<file path="src/rtl/ro_puf_ctrl.sv">
// Ring-oscillator PUF challenge/response sequencer: per response bit, enable one
// oscillator pair, settle, count synchronized edges over a fixed window, compare.
module ro_puf_ctrl #(
  parameter int NUM_RO     = 16,
  parameter int IDX_W      = $clog2(NUM_RO),
  parameter int RESP_W     = 8,
  parameter int CNT_W      = 16,
  parameter int SETTLE_CYC = 4,
  parameter int WIN_CYC    = 1024
) (
  input  logic                      clk,
  input  logic                      rst_n,
  input  logic                      start,
  input  logic                      abort,
  input  logic [RESP_W*2*IDX_W-1:0] challenge,
  input  logic                      ro_a,
  input  logic                      ro_b,
  output logic [NUM_RO-1:0]         ro_en,
  output logic [IDX_W-1:0]          ro_sel_a,
  output logic [IDX_W-1:0]          ro_sel_b,
  output logic                      busy,
  output logic                      done,
  output logic [RESP_W-1:0]         response,
  output logic [RESP_W-1:0]         tie
);
  localparam int BIT_W   = (RESP_W > 1) ? $clog2(RESP_W) : 1;
  localparam int TMR_MAX = (WIN_CYC > SETTLE_CYC) ? WIN_CYC : SETTLE_CYC;
  localparam int TMR_W   = (TMR_MAX > 1) ? $clog2(TMR_MAX) : 1;
  localparam logic [NUM_RO-1:0] EN_ONE = NUM_RO'(1);

  typedef enum logic [2:0] {IDLE, SETTLE, MEASURE, COMPARE, DONE} state_t;

  state_t                    state_reg, state_next;
  logic [RESP_W*2*IDX_W-1:0] chal_reg;
  logic [BIT_W-1:0]          bit_reg;
  logic [TMR_W-1:0]          tmr_reg;
  logic [CNT_W-1:0]          cnt_a_reg, cnt_b_reg;
  logic [2:0]                sync_a_reg, sync_b_reg;
  logic [RESP_W-1:0]         resp_reg, tie_reg;
  logic [IDX_W-1:0]          pair_a [RESP_W];
  logic [IDX_W-1:0]          pair_b [RESP_W];
  logic [IDX_W-1:0]          idx_a, idx_b;
  logic                      rise_a, rise_b, settle_end, win_end, last_bit;

  for (genvar gi = 0; gi < RESP_W; gi++) begin : g_pair
    assign pair_a[gi] = chal_reg[(2*gi)*IDX_W +: IDX_W];
    assign pair_b[gi] = chal_reg[(2*gi+1)*IDX_W +: IDX_W];
  end

  assign idx_a      = pair_a[bit_reg];
  assign idx_b      = pair_b[bit_reg];
  // bits [1:0] form the synchronizer, bit [2] is the edge-detect history
  assign rise_a     = sync_a_reg[1] & ~sync_a_reg[2];
  assign rise_b     = sync_b_reg[1] & ~sync_b_reg[2];
  assign settle_end = (tmr_reg == TMR_W'(SETTLE_CYC - 1));
  assign win_end    = (tmr_reg == TMR_W'(WIN_CYC - 1));
  assign last_bit   = (bit_reg == BIT_W'(RESP_W - 1));
  assign response   = resp_reg;
  assign tie        = tie_reg;

  always_comb begin
    state_next = state_reg;
    ro_en      = '0;
    ro_sel_a   = '0;
    ro_sel_b   = '0;
    busy       = (state_reg != IDLE);
    done       = (state_reg == DONE);
    case (state_reg)
      IDLE:    if (start) state_next = SETTLE;
      SETTLE:  if (settle_end) state_next = MEASURE;
      MEASURE: if (win_end) state_next = COMPARE;
      COMPARE: state_next = last_bit ? DONE : SETTLE;
      DONE:    state_next = IDLE;
      default: state_next = IDLE;
    endcase
    if (abort && state_reg != IDLE) state_next = IDLE;
    if (state_reg == SETTLE || state_reg == MEASURE) begin
      ro_en    = (EN_ONE << idx_a) | (EN_ONE << idx_b);
      ro_sel_a = idx_a;
      ro_sel_b = idx_b;
    end
  end

  always_ff @(posedge clk) begin
    if (!rst_n) begin
      state_reg  <= IDLE;
      chal_reg   <= '0;
      bit_reg    <= '0;
      tmr_reg    <= '0;
      cnt_a_reg  <= '0;
      cnt_b_reg  <= '0;
      sync_a_reg <= '0;
      sync_b_reg <= '0;
      resp_reg   <= '0;
      tie_reg    <= '0;
    end else begin
      state_reg  <= state_next;
      sync_a_reg <= {sync_a_reg[1:0], ro_a};
      sync_b_reg <= {sync_b_reg[1:0], ro_b};
      if (state_next != state_reg)
        tmr_reg <= '0;
      else if (state_reg == SETTLE || state_reg == MEASURE)
        tmr_reg <= tmr_reg + 1'b1;
      case (state_reg)
        IDLE: if (start) begin
          chal_reg <= challenge;
          bit_reg  <= '0;
          resp_reg <= '0;
          tie_reg  <= '0;
        end
        SETTLE: begin
          cnt_a_reg <= '0;
          cnt_b_reg <= '0;
        end
        MEASURE: begin
          if (rise_a && !(&cnt_a_reg)) cnt_a_reg <= cnt_a_reg + 1'b1;
          if (rise_b && !(&cnt_b_reg)) cnt_b_reg <= cnt_b_reg + 1'b1;
        end
        COMPARE: if (!abort) begin
          resp_reg[bit_reg] <= (cnt_a_reg > cnt_b_reg);
          tie_reg[bit_reg]  <= (cnt_a_reg == cnt_b_reg);
          if (!last_bit) bit_reg <= bit_reg + 1'b1;
        end
        default: ;
      endcase
    end
  end
endmodule

</file>
<file path="config.mk">
export PLATFORM = sky130hd
export DESIGN_NAME = ro_puf_ctrl
export DESIGN_NICKNAME = d
export VERILOG_FILES = /design/src/rtl/ro_puf_ctrl.sv
export SDC_FILE = /design/constraint.sdc
export NUM_CORES = 1
export LEC_CHECK = 0
export CORE_ASPECT_RATIO = 0.8
export CORE_UTILIZATION = 52
export CTS_BUF_LIST = sky130_fd_sc_hd__clkbuf_8
export DETAILED_ROUTE_END_ITERATION = 10
export GPL_TIMING_DRIVEN = 0
export PLACE_DENSITY = 0.8
export SETUP_SLACK_MARGIN = 0.3
export SLEW_MARGIN = 30
export SYNTH_ARGS = -nofsm -noshare
export SYNTH_HDL_FRONTEND = slang
export SYNTH_SLANG_ARGS = --single-unit
</file>
<file path="constraint.sdc">
create_clock -name clk -period 3.2 [get_ports clk]
set_input_delay 0.64 -clock clk [delete_from_list [all_inputs] [get_ports clk]]
set_output_delay 0.64 -clock clk [all_outputs]
set_load 0.01 [all_outputs]
</file>
==> results of run 1 <==
metrics by stage:
stage | util [%] | instance area, sq um | total power, W | cells
detailed placement | 64.4 | 7920 | 0.00222 | 1095
CTS | 71.7 | 8810 | 0.00356 | 1151
global placement | 64.4 | 7920 | 0.00221 | 1095
finish | 73.4 | 9030 | 0.00361 | 1159
floorplan | - | 6610 | 0.00203 | 814
global route | 73.4 | 9030 | 0.00374 | 1159
routing by layer:
metal | GRT usage (%) | share of wire, % | vias up
met3 | 10.5 | 10 | 64
met2 | 45.3 | 42 | 372
li1 | - | - | 3247
met5 | 0 | 0 | -
met4 | 11.3 | 2.7 | 0
met1 | 45.3 | 44 | 3255
layout make-up:
type,count,share of cell area [%]
timing repair buffer,142,14.7
tap,171,2.37
clock inverter,15,1.52
buffer,47,3.26
inverter,25,1.08
clock buffer,17,2.59
multi-input combinational,608,44.7
sequential,134,29.8
timing repair:
item	in CTS	in global routing
gates cloned	2	0
resized for setup	174	42
setup buffers	22	8
setup endpoints to repair	25	25
pin swaps	24	17
cell families (layout without fill, tap and decap cells):
family	Yosys count	after routing
AOI/OAI and AO/OA	209	209
xor gates and xnor gates	19	19
adders and majority gates	21	21
buffers and inverters	72	246
DFF	134	134
muxes	19	19
and+or+nand+nor	340	340
placed cells by master, fill, tap and decap left out, types with 7 or more instances in the layout:
cell             count
a32o_1               7
o22ai_2             10
o211ai_1             7
buf_6               15
a21oi_1             96
nor3_1               9
clkbuf_1            30
ha_1                21
or4_1                8
nor2_1              36
clkdlybuf4s50_1     87
nand3_1             14
or3_1               11
nand4_1             12
nand2b_1             9
xnor2_1             15
dfxtp_1            131
and2_1               9
o21ai_0             13
nand3b_1             8
buf_4               20
clkbuf_8            18
nand2_1            165
o22ai_1              7
buf_2               21
a22o_1               8
nor4_1               7
mux2i_1              8
inv_1               22
Yosys cell counts, types with 9 or more instances:
library cell / count
nor2_1: 42
mux2i_1: 12
nand4_1: 12
and2_1: 9
or3_1: 12
inv_1: 24
xnor2_1: 16
a21oi_1: 97
nand2_1: 167
nand2b_1: 13
ha_1: 21
o21ai_0: 14
nor3_1: 10
o22ai_1: 17
buf_2: 9
clkbuf_1: 36
dfxtp_1: 134
nand3_1: 16
worst max path at each step:
stage / depth (start not counted) / start / slack (ns) / end
floorplan: 7 / bit_reg[0]$_SDFFE_PN0P_ / 0.58 / ro_en[10]
global placement: 8 / bit_reg[0]$_SDFFE_PN0P_ / -0.56 / ro_en[3]
global route: 8 / bit_reg[0]$_SDFFE_PN0P_ / -0.12 / ro_en[7]
detailed placement: 8 / bit_reg[0]$_SDFFE_PN0P_ / -0.54 / ro_en[1]
CTS: 9 / bit_reg[0]$_SDFFE_PN0P_ / 0.07 / ro_en[1]
finish: 10 / bit_reg[0]$_SDFFE_PN0P_ / -0.02 / ro_en[12]
power by group through the flow:
stage	clock network (W)	registers, W	logic [W]
final	0.00135	0.00177	0.000494
after global routing	0.00144	0.00177	0.000529
after CTS	0.00135	0.00176	0.000454
after detailed placement	0	0.00180	0.000418
after global placement	0	0.00180	0.000412
after floorplan	0	0.00179	0.000238
==> flow_summary.toml, run 1 <==
[outcome]
outcome = "finished with violations"
violations = "negative setup slack"

[synth]
yosys-mux-area-fraction_pct = 3.41
seq_area_frac_synth_pct = 40.6
async_reset_ff_share_pct = 0
synth-compound-area-share_pct = 20.3
synthTopCellsByArea = "dfxtp_1 41%, nand2_1 9.5%, a21oi_1 7.3%, ha_1 4.0%, nor2_1 2.4%"
synth_xor_xnor_area_share_pct = 2.52
synth_top_area_cell = "dfxtp_1"
synth_top_area_share_pct = 40.6
ys_types = 70
synth_area_sq_um = 6610
yosysWarnings = 0
synth_seq_cells = 134
synthSimpleGateAreaFrac_pct = 24.9
synth-main-ff-cell = "dfxtp_1"
syn_nets = 905
syn_avg_cell_area_sq_um = 8.12
synth_top_family_by_area = "simple AND/OR/NAND/NOR gates"
synth_fa_ha_area_share_pct = 3.98
syn_inst = 814
synth-edff-count = 0

[timing]
relSlewSlack_pct = 34.6
slew_viol_final = 0
setup_viol = 5
tightest_slew_ns = 0.957
fin_crit_ns = 3.22
finalWorstSetupSlack_ns = -0.0220
clock_skew_ns = 0.00635
hold_violations = 0
rsz0062_at_grt = "yes"
fin_crit_sh_pct = 101
setup_tns_ns = -0.0381
max_clock_freq_mhz = 310
whs_ns = 0.440

[power]
switching_share_pct = 30.5
combPwrFrac_pct = 13.7
internal_power_w = 0.00251
ir_worst_vdd_mv = 0.266
pwr_density_cell_nw_per_um2 = 400
leakagePower_nw = 3.31
clkPwrFrac_pct = 37.4
switchingPower_w = 0.00110
seq_power_share_pct = 48.9

[clock_tree]
numCtsBuffers = 17
cts_sinks = 134
htreeDepth = 4
clk_pin_slew_ns = 0.09
cts_tree = "done"
clockRootBuffer = "clkbuf_8"
worstSkewPairLatency_ns = 0.46
cts_hold_buffers = 0
cts_buffer_depth = 2

[worst_setup_path]
rrSetupSlack_ns = 0.43
crit_chain = "buf_8 > buf_16 > buf_6 > nor2b_4 > a221oi_4 > a2bb2oi_4 > buf_6 > or3_4 > o22ai_2 > buf_2"
slowest_stage = "or3_4"
timing.rr.start = "state_reg[1]$_SDFF_PN0_"
crit_type = "reg -> out"
cp.buffers_inverters = 5
arrival_ns = 2.58
rr_worst_depth = 7
cp_common_cell = "buf_6"
slowest_delay_ns = 0.40
path_delay_family = "buffers and inverters"
cp-start-kind = "register"
r2r_end = "chal_reg[29]$_SDFFE_PN0P_"
cp_data_required_time_ns = 2.56
end_kind = "output pin"
path_max_fanout = 8

[global_route]
grt_pass1_vias = 6124
grt_usage_pct = 32.0
grt_pass1_wl_mm = 31.9
grt_overflow = 0
antenna_found_initial = 0
grt_max_degree = 17

[layout]
multi_input_comb_area_sq_um = 4040
drive_gt1_share_pct = 18.1
regArea_sq_um = 2690
largest_reg_flops = 64
fillers = 882
syn_to_final_growth_pct = 36.6
fin_nets = 1066
antenna-diode-count = 0

[floorplan]
start_util_pct = 53.7
num_io_pins = 112
dieArea_sq_um = 13200
dieHeight_microns = 103
die_w_microns = 128
rows = 36
core_area_sq_um = 12300

[placement]
port_buffers = 110
dp_hpwl_mm = 14.0
place_ws_ns = -0.545
globalplace.congestion = 0.911

[route]
via_per_inst = 5.99
wl_per_cell_microns = 18.3
wl_mm = 21.3
ant_nets = 0
first_iter_violations = 675
first_pass_iters = 6
drc = 0
via_count = 6938

[min_path]
min_path_type = "reg -> reg"
hold-path-cell-count = 1
hold_start = "sync_a_reg[0]$_SDFF_PN0_"
min_to = "sync_a_reg[1]$_SDFF_PN0_"

[job]
maxCapViolCount = 0
(Power assumes the default switching activity.)
==> run 2: changes to the inputs <==
CORE_MARGIN = 3   (was default)
clock period = 4.1 ns   (was 3.2 ns; I/O delays follow)
==> flow_summary.toml, run 2 (same netlist as run 1, synthesis figures left out) <==
[floorplan]
start_util_pct = 53.7
core_area_sq_um = 12300
rows = 36
dieArea_sq_um = 14100
num_io_pins = 112
die_w_microns = 132
dieHeight_microns = 107

[power]
ir_worst_vdd_mv = 0.196
p_total_w = 0.00283
pwr_density_cell_nw_per_um2 = 333
leakagePower_nw = 3.13

[worst_setup_path]
cp.buffers_inverters = 4
path_delay_family = "buffers and inverters"
crit_type = "reg -> out"
path_max_fanout = 9
slowest_stage = "clkdlybuf4s50_1"
crit_chain = "buf_6 > nor2_2 > a221o_1 > a222oi_1 > buf_4 > buf_4 > or3b_1 > o22ai_1 > clkdlybuf4s50_1"
end_kind = "output pin"
cp_common_cell = "buf_4"
arrival_ns = 2.99
cp_data_required_time_ns = 3.28
startpoint = "bit_reg[0]$_SDFFE_PN0P_"
slowest_delay_ns = 0.57
cp-start-kind = "register"
timing.rr.start = "state_reg[1]$_SDFF_PN0_"

[layout]
syn_to_final_growth_pct = 28.8
design_area_sq_um = 8510
utilization_pct = 69.2
layout_commonest_cell = "nand2_1"
fin_nets = 1042
drive_gt1_share_pct = 9.75
largest_reg_flops = 64
layout_common_cells = "166 x nand2_1, 132 x dfxtp_1, 99 x clkdlybuf4s50_1"
antenna-diode-count = 0

[route]
via_per_inst = 5.79
ant_nets = 0
drc = 0
wl_per_cell_microns = 16.8
wl_mm = 19.0
first_pass_iters = 6
via_count = 6573
first_iter_violations = 700

[timing]
hold_violations = 0
slew_viol_final = 0
relSlewSlack_pct = 37.2
max_clock_freq_mhz = 263
fin_crit_ns = 3.81
tightest_slew_ns = 0.918
clock_skew_ns = 0.0181
rsz0062_at_grt = "yes"
fin_crit_sh_pct = 92.8
setup_tns_ns = 0
finalWorstSetupSlack_ns = 0.295
setup_viol = 0

[clock_tree]
numCtsBuffers = 17
clockRootBuffer = "clkbuf_8"
cts_tree = "done"
cts_hold_buffers = 0
cts_sinks = 134
clk_pin_slew_ns = 0.08
cts_buffer_depth = 2
worstSkewPairLatency_ns = 0.45
htreeDepth = 4

[global_route]
grt_pass1_vias = 5851
grt_overflow = 0
grt_pass1_wl_mm = 29.8
grt_usage_pct = 26.5
grt_max_degree = 17
antenna_found_initial = 0

[min_path]
min_path_type = "reg -> reg"
hold_start = "sync_b_reg[0]$_SDFF_PN0_"

[job]
maxCapViolCount = 0

[placement]
place_ws_ns = 0.184
globalplace.congestion = 0.930
port_buffers = 110
dp_hpwl_mm = 14.1
dpl_cell_area_sq_um = 7920

[outcome]
outcome = "completed"
run 2: cell count changes in the layout (fill, tap and decap cells not counted), moves of 5 or more:
cell             delta
clkbuf_2            -5
buf_2              -18
buf_4              -12
buf_6              -11
dlymetal6s2s_1      +6
dlygate4sd2_1       +5
o22ai_2             -8
clkdlybuf4s50_1    +12
o22ai_1             +8
run 2: per-stage QoR:
step           std cells  hold slack [ns]
6_report            1135            0.435
5_1_grt             1135            0.465
4_1_cts             1130            0.437
3_5_place_dp        1095            0.423
3_3_place_gp        1095            0.414
2_1_floorplan        814            0.412
run 2: worst paths after layout:
path                                to  slack (ns)  cells past startpoint
max                          ro_en[11]        0.29                      9
min           sync_b_reg[1]$_SDFF_PN0_        0.44                      1
max reg2reg  chal_reg[31]$_SDFFE_PN0P_        1.55                      8
min reg2reg   sync_b_reg[1]$_SDFF_PN0_        0.44                      1
run 2: report_power, final:
part / internal, W / switching (W)
clock network: 0.000506 / 0.000604
registers: 0.00135 / 0.0000289
logic: 0.000153 / 0.000191
run 2: layer usage:
metal	vias to the layer above	global-route usage (%)	share of wire, %
li1	3192	-	-
met1	3037	40.7	48
met3	29	6.71	9.3
met5	-	0	0
met2	315	36.1	41
met4	0	8.02	1.5
run 2: final cells by class:
class / instances / area (sq um)
Fill cell: 1034 / 3780
Multi-Input combinational cell: 608 / 3730
Inverter: 25 / 93.8
Clock inverter: 15 / 159
Clock buffer: 17 / 234
Sequential cell: 134 / 2690
Buffer: 47 / 226
Timing Repair Buffer: 118 / 1170
Tap cell: 171 / 214
run 2: timing repair:
action                     4_1_cts  5_1_grt
setup endpoints to repair       19       11
pin swaps                        2        5
buffers inserted                 3        5
resized for setup               28       20
cloned                           0        0
==> run 3: changes to the inputs <==
HOLD_SLACK_MARGIN = 0.06   (was default)
==> results of run 3 <==
No change in the layout: final DEF, timing and power equal those of run 2.
